## config.mk

```make
export PLATFORM = sky130hd
export DESIGN_NAME = fifo_wr_arb
export DESIGN_NICKNAME = d
export VERILOG_FILES = /design/src/rtl/fifo_wr_arb.sv
export SDC_FILE = /design/constraint.sdc
export NUM_CORES = 1
export LEC_CHECK = 0
export CAP_MARGIN = 15
export CORE_MARGIN = 2
export CORE_UTILIZATION = 34
export CTS_BUF_LIST = sky130_fd_sc_hd__clkbuf_8
export CTS_CLUSTER_DIAMETER = 30
export DETAILED_ROUTE_END_ITERATION = 8
export PLACE_DENSITY = 0.77
export SETUP_SLACK_MARGIN = 0.2
export SYNTH_ARGS = -nofsm -noshare
export SYNTH_HDL_FRONTEND = slang
export SYNTH_SLANG_ARGS = --single-unit
```

## constraint.sdc

```tcl
create_clock -name clk -period 1.5 [get_ports clk]
set_input_delay 0.15 -clock clk [delete_from_list [all_inputs] [get_ports clk]]
set_output_delay 0.15 -clock clk [all_outputs]
set_load 0.05 [all_outputs]
```

## src/rtl/fifo_wr_arb.sv

```systemverilog
// Burst-locked round-robin arbiter sharing one FIFO write port among NREQ producers.
// Optional FIFO_ARB_STATS_EN adds saturating stall / accepted-beat counters.
`timescale 1ns/1ps
module fifo_wr_arb #(
    parameter int NREQ      = 4,
    parameter int DW        = 8,
    parameter int MAX_BURST = 4
) (
    input  logic                     clk,
    input  logic                     rst,
    input  logic [NREQ-1:0]          req,
    input  logic [NREQ*DW-1:0]       req_data,
    output logic [NREQ-1:0]          gnt,
    input  logic                     fifo_full,
    output logic                     fifo_w_sig,
    output logic [DW-1:0]            fifo_w_data,
    output logic [$clog2(NREQ)-1:0]  owner,
`ifdef FIFO_ARB_STATS_EN
    output logic [15:0]              stall_cnt,
    output logic [15:0]              beat_cnt_tot,
`endif
    output logic                     busy
);

    localparam int OW = $clog2(NREQ);
    localparam int CW = $clog2(MAX_BURST + 1);

    typedef enum logic {
        IDLE  = 1'b0,
        BURST = 1'b1
    } state_t;

    state_t          state_q, state_d;
    logic [OW-1:0]   owner_q, owner_d;
    logic [CW-1:0]   beat_cnt_q, beat_cnt_d;
    logic [OW-1:0]   rr_last_q, rr_last_d;

    logic            own_req;
    logic [DW-1:0]   own_data;
    logic            accept;
    logic            burst_end;
    logic            any_req;

    // First requester strictly after 'last', wrapping; 'last' itself is scanned last.
    function automatic logic [OW-1:0] rr_pick(input logic [NREQ-1:0] r,
                                              input logic [OW-1:0]   last);
        logic          found;
        logic [OW-1:0] pick;
        found = 1'b0;
        pick  = last;
        for (int i = 0; i < NREQ; i++) begin
            if (!found && r[i] && (OW'(i) > last)) begin
                pick  = OW'(i);
                found = 1'b1;
            end
        end
        for (int i = 0; i < NREQ; i++) begin
            if (!found && r[i] && (OW'(i) <= last)) begin
                pick  = OW'(i);
                found = 1'b1;
            end
        end
        return pick;
    endfunction

    assign any_req = |req;

    always_comb begin
        own_req  = 1'b0;
        own_data = '0;
        for (int i = 0; i < NREQ; i++) begin
            if (owner_q == OW'(i)) begin
                own_req  = req[i];
                own_data = req_data[i*DW +: DW];
            end
        end
    end

    always_comb begin
        busy        = (state_q == BURST);
        accept      = busy & own_req & ~fifo_full;
        fifo_w_sig  = accept;
        fifo_w_data = accept ? own_data : '0;
        gnt         = '0;
        for (int i = 0; i < NREQ; i++) begin
            if (accept && (owner_q == OW'(i))) begin
                gnt[i] = 1'b1;
            end
        end
        owner       = owner_q;
    end

    // A burst ends on the last allowed beat or as soon as the owner withdraws;
    // the next owner is chosen in the same cycle so there is no bubble.
    always_comb begin
        state_d    = state_q;
        owner_d    = owner_q;
        beat_cnt_d = beat_cnt_q;
        rr_last_d  = rr_last_q;
        burst_end  = 1'b0;
        case (state_q)
            IDLE: begin
                if (any_req) begin
                    state_d    = BURST;
                    owner_d    = rr_pick(req, rr_last_q);
                    beat_cnt_d = '0;
                end
            end
            BURST: begin
                burst_end = (accept && (beat_cnt_q == CW'(MAX_BURST - 1))) || !own_req;
                if (burst_end) begin
                    rr_last_d  = owner_q;
                    beat_cnt_d = '0;
                    if (any_req) begin
                        owner_d = rr_pick(req, owner_q);
                    end else begin
                        state_d = IDLE;
                    end
                end else if (accept) begin
                    beat_cnt_d = beat_cnt_q + CW'(1);
                end
            end
            default: begin
                state_d = IDLE;
            end
        endcase
    end

    always_ff @(posedge clk or posedge rst) begin
        if (rst) begin
            state_q    <= IDLE;
            owner_q    <= '0;
            beat_cnt_q <= '0;
            rr_last_q  <= OW'(NREQ - 1);
        end else begin
            state_q    <= state_d;
            owner_q    <= owner_d;
            beat_cnt_q <= beat_cnt_d;
            rr_last_q  <= rr_last_d;
        end
    end

`ifdef FIFO_ARB_STATS_EN
    logic [15:0] stall_cnt_q, stall_cnt_d;
    logic [15:0] beat_tot_q, beat_tot_d;

    function automatic logic [15:0] sat_inc(input logic [15:0] v, input logic en);
        return (en && (v != 16'hFFFF)) ? v + 16'd1 : v;
    endfunction

    always_comb begin
        stall_cnt_d = sat_inc(stall_cnt_q, busy & own_req & fifo_full);
        beat_tot_d  = sat_inc(beat_tot_q, accept);
    end

    always_ff @(posedge clk or posedge rst) begin
        if (rst) begin
            stall_cnt_q <= '0;
            beat_tot_q  <= '0;
        end else begin
            stall_cnt_q <= stall_cnt_d;
            beat_tot_q  <= beat_tot_d;
        end
    end

    assign stall_cnt    = stall_cnt_q;
    assign beat_cnt_tot = beat_tot_q;
`endif

endmodule

```

Yosys cells after proc, flatten, opt, wreduce, memory -nomap -nowiden
Cells that the tools add are included.
- word-level logic and storage cells: 179
- register bits: 8
- output and inout bits: 16
- add/subtract/negate cells: 1
- order comparisons: 16
- equality and inequality tests: 9
- muxes and demuxes: 89
- reductions and logical operators: 56
- bitwise gates (word level): 4
- operators with widths (cell ; count):
    1-bit 2-to-1 mux ; 59
    8-bit 2-to-1 mux ; 5
    2-bit 2-to-1 mux ; 19
    1-bit logical AND ; 35
    1-bit zero test ; 15
    3-bit 2-to-1 mux ; 3
    9-bit by 1-bit inequality test with 1-bit output (second input constant) ; 1
    1-bit by 2-bit greater-than comparator with 1-bit output (first input constant) ; 4
    2-bit greater-than comparator (first input constant) ; 4
    1-bit by 2-bit <= comparator with 1-bit output (first input constant) ; 4
    2-bit <= comparator (first input constant) ; 4
    3-bit case mux with 2 select lines ; 1
    2-bit equality test (second input constant) ; 2
    2-bit by 1-bit inequality test with 1-bit output (second input constant) ; 2
    2-bit case mux with 2 select lines ; 1
    2-bit AND reduction ; 2
    4-bit AND reduction ; 1
    4-bit OR reduction ; 1
    3-bit by 1-bit adder with 3-bit output (second input constant) ; 1
    3-bit by 2-bit equality test with 1-bit output (second input constant) ; 1
    3-bit by 1-bit inequality test with 1-bit output (second input constant) ; 1
    1-bit bitwise AND ; 2
    2-bit by 1-bit equality test with 1-bit output (second input constant) ; 1
    2-bit zero test ; 1
    other kinds (4) ; 5

Depth between registers and ports, before layout
- word-level depth: 60
- mapped depth: 6
- depth with buffers taken out: 6

Worst setup path after synthesis
OpenSTA, ideal clock, no wires.
- kind: register to output
- from: register owner_q[0] (netlist: owner[0])
- to: output gnt[0]
- cell stages (with the launch flop): 6
- path slack: -1192 ps
- buffers on the path: 2
- arrival time: 2542 ps
- cell sequence: dfrtp_1 buf_2 mux4_2 nand3b_1 buf_2 nor3_1
- word-level cells in the longest chain between the ends: 9
- RTL lines (item ; RTL line ; RTL):
    start, declared ; 34 ; logic [OW-1:0] owner_q, owner_d;
    start signal, assigned ; 137 ; owner_q <= owner_d;
    2-bit zero test ; 72, 86 ;
    1-bit 2-to-1 mux (4 in a row) ; 72 ; if (owner_q == OW'(i)) begin
    1-bit bitwise AND (2 in a row) ; 81 ; accept = busy & own_req & ~fifo_full;
    1-bit logical AND (*) ; 86 ; if (accept && (owner_q == OW'(i))) begin
    1-bit 2-to-1 mux (*) ; 86 ;
    end, declared ; 13 ; output logic [NREQ-1:0] gnt,
Every way passes the cells marked *; elsewhere a longest branch is shown, timed or not.

Final worst setup path
- from: register owner_q[1] (netlist: owner[1])
- to: output gnt[3]
- word-level cells in the longest chain between the ends: 9
- RTL lines (item ; RTL line):
    2-bit zero test ; 72
    1-bit 2-to-1 mux (4 in a row) ; 72
    1-bit bitwise AND (2 in a row) ; 81
    1-bit logical AND (*) ; 86
    1-bit 2-to-1 mux (*) ; 86
Marked as above.

==> flow_summary.yaml <==
die:
  rows: 18
  die_area_sq_mm: 0.00297
  start_util_pct: 35.4
  die_y_microns: 54.5
  die_w_microns: 54.5
  core_sq_mm: 0.00245
  boundaryPins: 55
place:
  place_ws_ns: -0.474
  gp_congestion: 0.901
  port_buffers: 54
  dp_hpwl_mm: 2.39
  dp_cells: 183
synth:
  syn-num-nets: 129
  netlist_area_sq_um: 868
  yosys_warnings: 0
  ys_seq_area_share_pct: 23.3
  ys_seq_elements: 8
  synth_area_per_cell_sq_um: 9.87
  synth_cell_type_count: 35
  syn_inst: 88
route:
  viasPerCell: 5.39
  antenna_left: 0
  drt-pass1-iter-count: 4
  routedWlPerCell_microns: 17.7
  route.vias.total: 1030
  drtIter0Drc: 28
  drc_errors: 0
  drt_wl_total_mm: 3.38
run_status:
  violations: "negative setup slack"
  run_status: "finished with violations"
finish:
  fin_nets: 203
  fin_cells: 191
  antenna_cells: 0
  n_fill_cell: 147
  multiInputGateArea_sq_um: 772
  regArea_sq_um: 205
  drive_above_1_share_pct: 50.3
  syn_to_final_growth_pct: 125
timing:
  setup_viol: 20
  post-route-period-util_pct: 136
  fmax_mhz: 492
  hold_ws_ns: 0.170
  timing.slew.headroom_pct: 69.7
  period_minus_slack_ns: 2.03
  setup_ws_ns: -0.534
  tightest_slew_ns: 0.452
  rsz0062_at_grt: "true"
  fin_skew_ns: 0.00580
  slew_viol_final: 0
  hold_viol: 0
cts:
  numCtsBuffers: 3
  clock_sinks: 8
  cts_tree: "done"
  cts_max_level: 1
  clk_pin_slew_ns: 0.05
  root_buffer: "clkbuf_8"
  clk_latency_ns: 0.23
  cts_buffer_depth: 2
setup_path:
  crit_type: "reg -> out"
  cp_max_fo: 3
  cp.required_ns: 1.35
  cp-end-kind: "output pin"
  startpoint_type: "flop"
  crit_arrival_ns: 1.88
  r2r-start: "owner[1]"
  worstSetupStartpoint: "owner[1]"
global_route:
  grtUsageTotal_pct: 22.1
  grt_pass1_wl_mm: 4.70
  grt_antenna_before_repair: 0
  first_global_vias: 1016
  overflow: 0
  grt_max_degree: 21
power_and_ir_drop:
  p_total_mw: 3.33
  pwr_density_cell_mw_per_mm2: 1700
  worst_ir_drop_vdd_v: 0.00154
  cellLeakagePower_nw: 0.810
min_path:
  min_path_type: "in -> async"
job:
  maxCapViolations: 0
synthesized netlist by cell type, drive strengths merged:
master | count | area [sq um]
or4 | 1 | 8.76
ha | 2 | 25.0
mux2 | 3 | 33.8
nand3b | 1 | 7.51
a21oi | 2 | 10.0
a211oi | 1 | 7.51
a31oi | 2 | 12.5
or2b | 3 | 23.8
dfstp | 2 | 52.6
inv | 8 | 30.0
a22o | 1 | 8.76
and2b | 1 | 8.76
nor2b | 13 | 81.3
o31ai | 2 | 15.0
o22ai | 2 | 12.5
and3 | 2 | 12.5
and2 | 1 | 6.26
buf | 5 | 31.3
nor2 | 5 | 18.8
a22oi | 1 | 7.51
xnor2 | 1 | 8.76
a21bo | 1 | 10.0
a41oi | 1 | 8.76
nor3 | 3 | 15.0
dfrtp | 6 | 150
a32o | 1 | 10.0
nand2 | 2 | 7.51
mux4 | 9 | 203
a221oi | 1 | 8.76
o2bb2ai | 1 | 8.76
o211ai | 2 | 15.0
clkbuf | 1 | 3.75
o21ai | 1 | 5.00
worst max-delay path: stages (launching register included):
cell and delay (ns):
dfrtp_2 0.37, mux4_2 0.52, nand3b_1 0.25, clkinvlp_4 0.17
and3_4 0.19, buf_6 0.15
report_power, final:
| part | internal [mW] | switching [mW] | total, mW |
|---|---|---|---|
| Sequential | 0.325 | 0.0885 | 0.414 |
| Combinational | 1.42 | 1.24 | 2.66 |
| Clock | 0.177 | 0.0865 | 0.264 |
| Total | 1.92 | 1.42 | 3.33 |
path summary, 6_finish.rpt:
kind	cells after the start	to	slack, ns
worst max-delay path	5	gnt[3]	-0.53
worst min-delay path	2	busy	0.17
worst max register to register	7	beat_cnt_q[0]	-0.42
worst min register to register	2	beat_cnt_q[2]	0.55
max in group asynchronous	2	rr_last_q[1]	1.04
min in group clk	2	beat_cnt_q[2]	0.55
routing by layer:
metal	global-route usage (%)	wire length (microns)
met5	0	0
met3	4.92	289
met2	42.6	1840
met4	4.17	4
met1	24.5	1250
state kept, by name, summed over array words and instances (netlist names):
signal / flops
beat_cnt_q: 3
busy: 1
owner: 2
rr_last_q: 2
cell usage in the layout, fill, tap and decap left out, types with 2 or more instances in the layout:
| master | synthesis | final |
|---|---|---|
| clkdlybuf4s50_1 | 0 | 38 |
| buf_4 | 0 | 15 |
| buf_12 | 0 | 14 |
| mux4_2 | 9 | 9 |
| inv_1 | 8 | 8 |
| nor2b_4 | 0 | 8 |
| buf_6 | 1 | 8 |
| nor2b_1 | 13 | 5 |
| nor2_1 | 5 | 4 |
| dfrtp_1 | 6 | 4 |
| clkbuf_8 | 0 | 3 |
| o31ai_4 | 0 | 2 |
| or2b_1 | 2 | 2 |
| and3_4 | 0 | 2 |
| nor3_4 | 0 | 2 |
| mux2_4 | 0 | 2 |
| o22ai_1 | 2 | 2 |
| o211ai_1 | 2 | 2 |
| a31oi_1 | 2 | 2 |
| dfrtp_2 | 0 | 2 |
| dfstp_2 | 2 | 2 |
repair_timing:
action	in CTS	in global routing
pin swaps	2	3
hold endpoints to repair	0	0
gates cloned	0	0
resized for setup	19	6
hold buffers	0	0
endpoints found under the setup margin	21	20
setup buffers	1	3
metrics by stage:
step	area, sq um	TNS (ns)	util, %
after global routing	1960	-9.37	79.7
final	1960	-8.77	79.7
after CTS	1910	-6.94	77.9
after floorplan	963	-8.17	-
after global placement	1770	-7.79	72.0
after detailed placement	1770	-8.70	72.0
kinds of logic after synthesis:
logic type               after synthesis  share of synthesized area (%)
AND/OR/NAND/NOR                       32                           21.9
AO/OA/AOI/OAI                         19                           16.1
buffers and inverters                 14                           7.49
multiplexers                          12                           27.2
flip-flops                             8                           23.3
adder cells (fa/ha/maj)                2                           2.88
XOR/XNOR                               1                           1.01
cell type report:
| cell class | count | area share, % |
|---|---|---|
| tap | 30 | 1.92 |
| clock inverter | 1 | 0.192 |
| sequential | 8 | 10.5 |
| multi-input combinational | 66 | 39.5 |
| inverter | 8 | 1.73 |
| clock buffer | 3 | 2.11 |
| timing repair buffer | 75 | 44.1 |
Note: power is estimated with default switching activity, not from simulation.
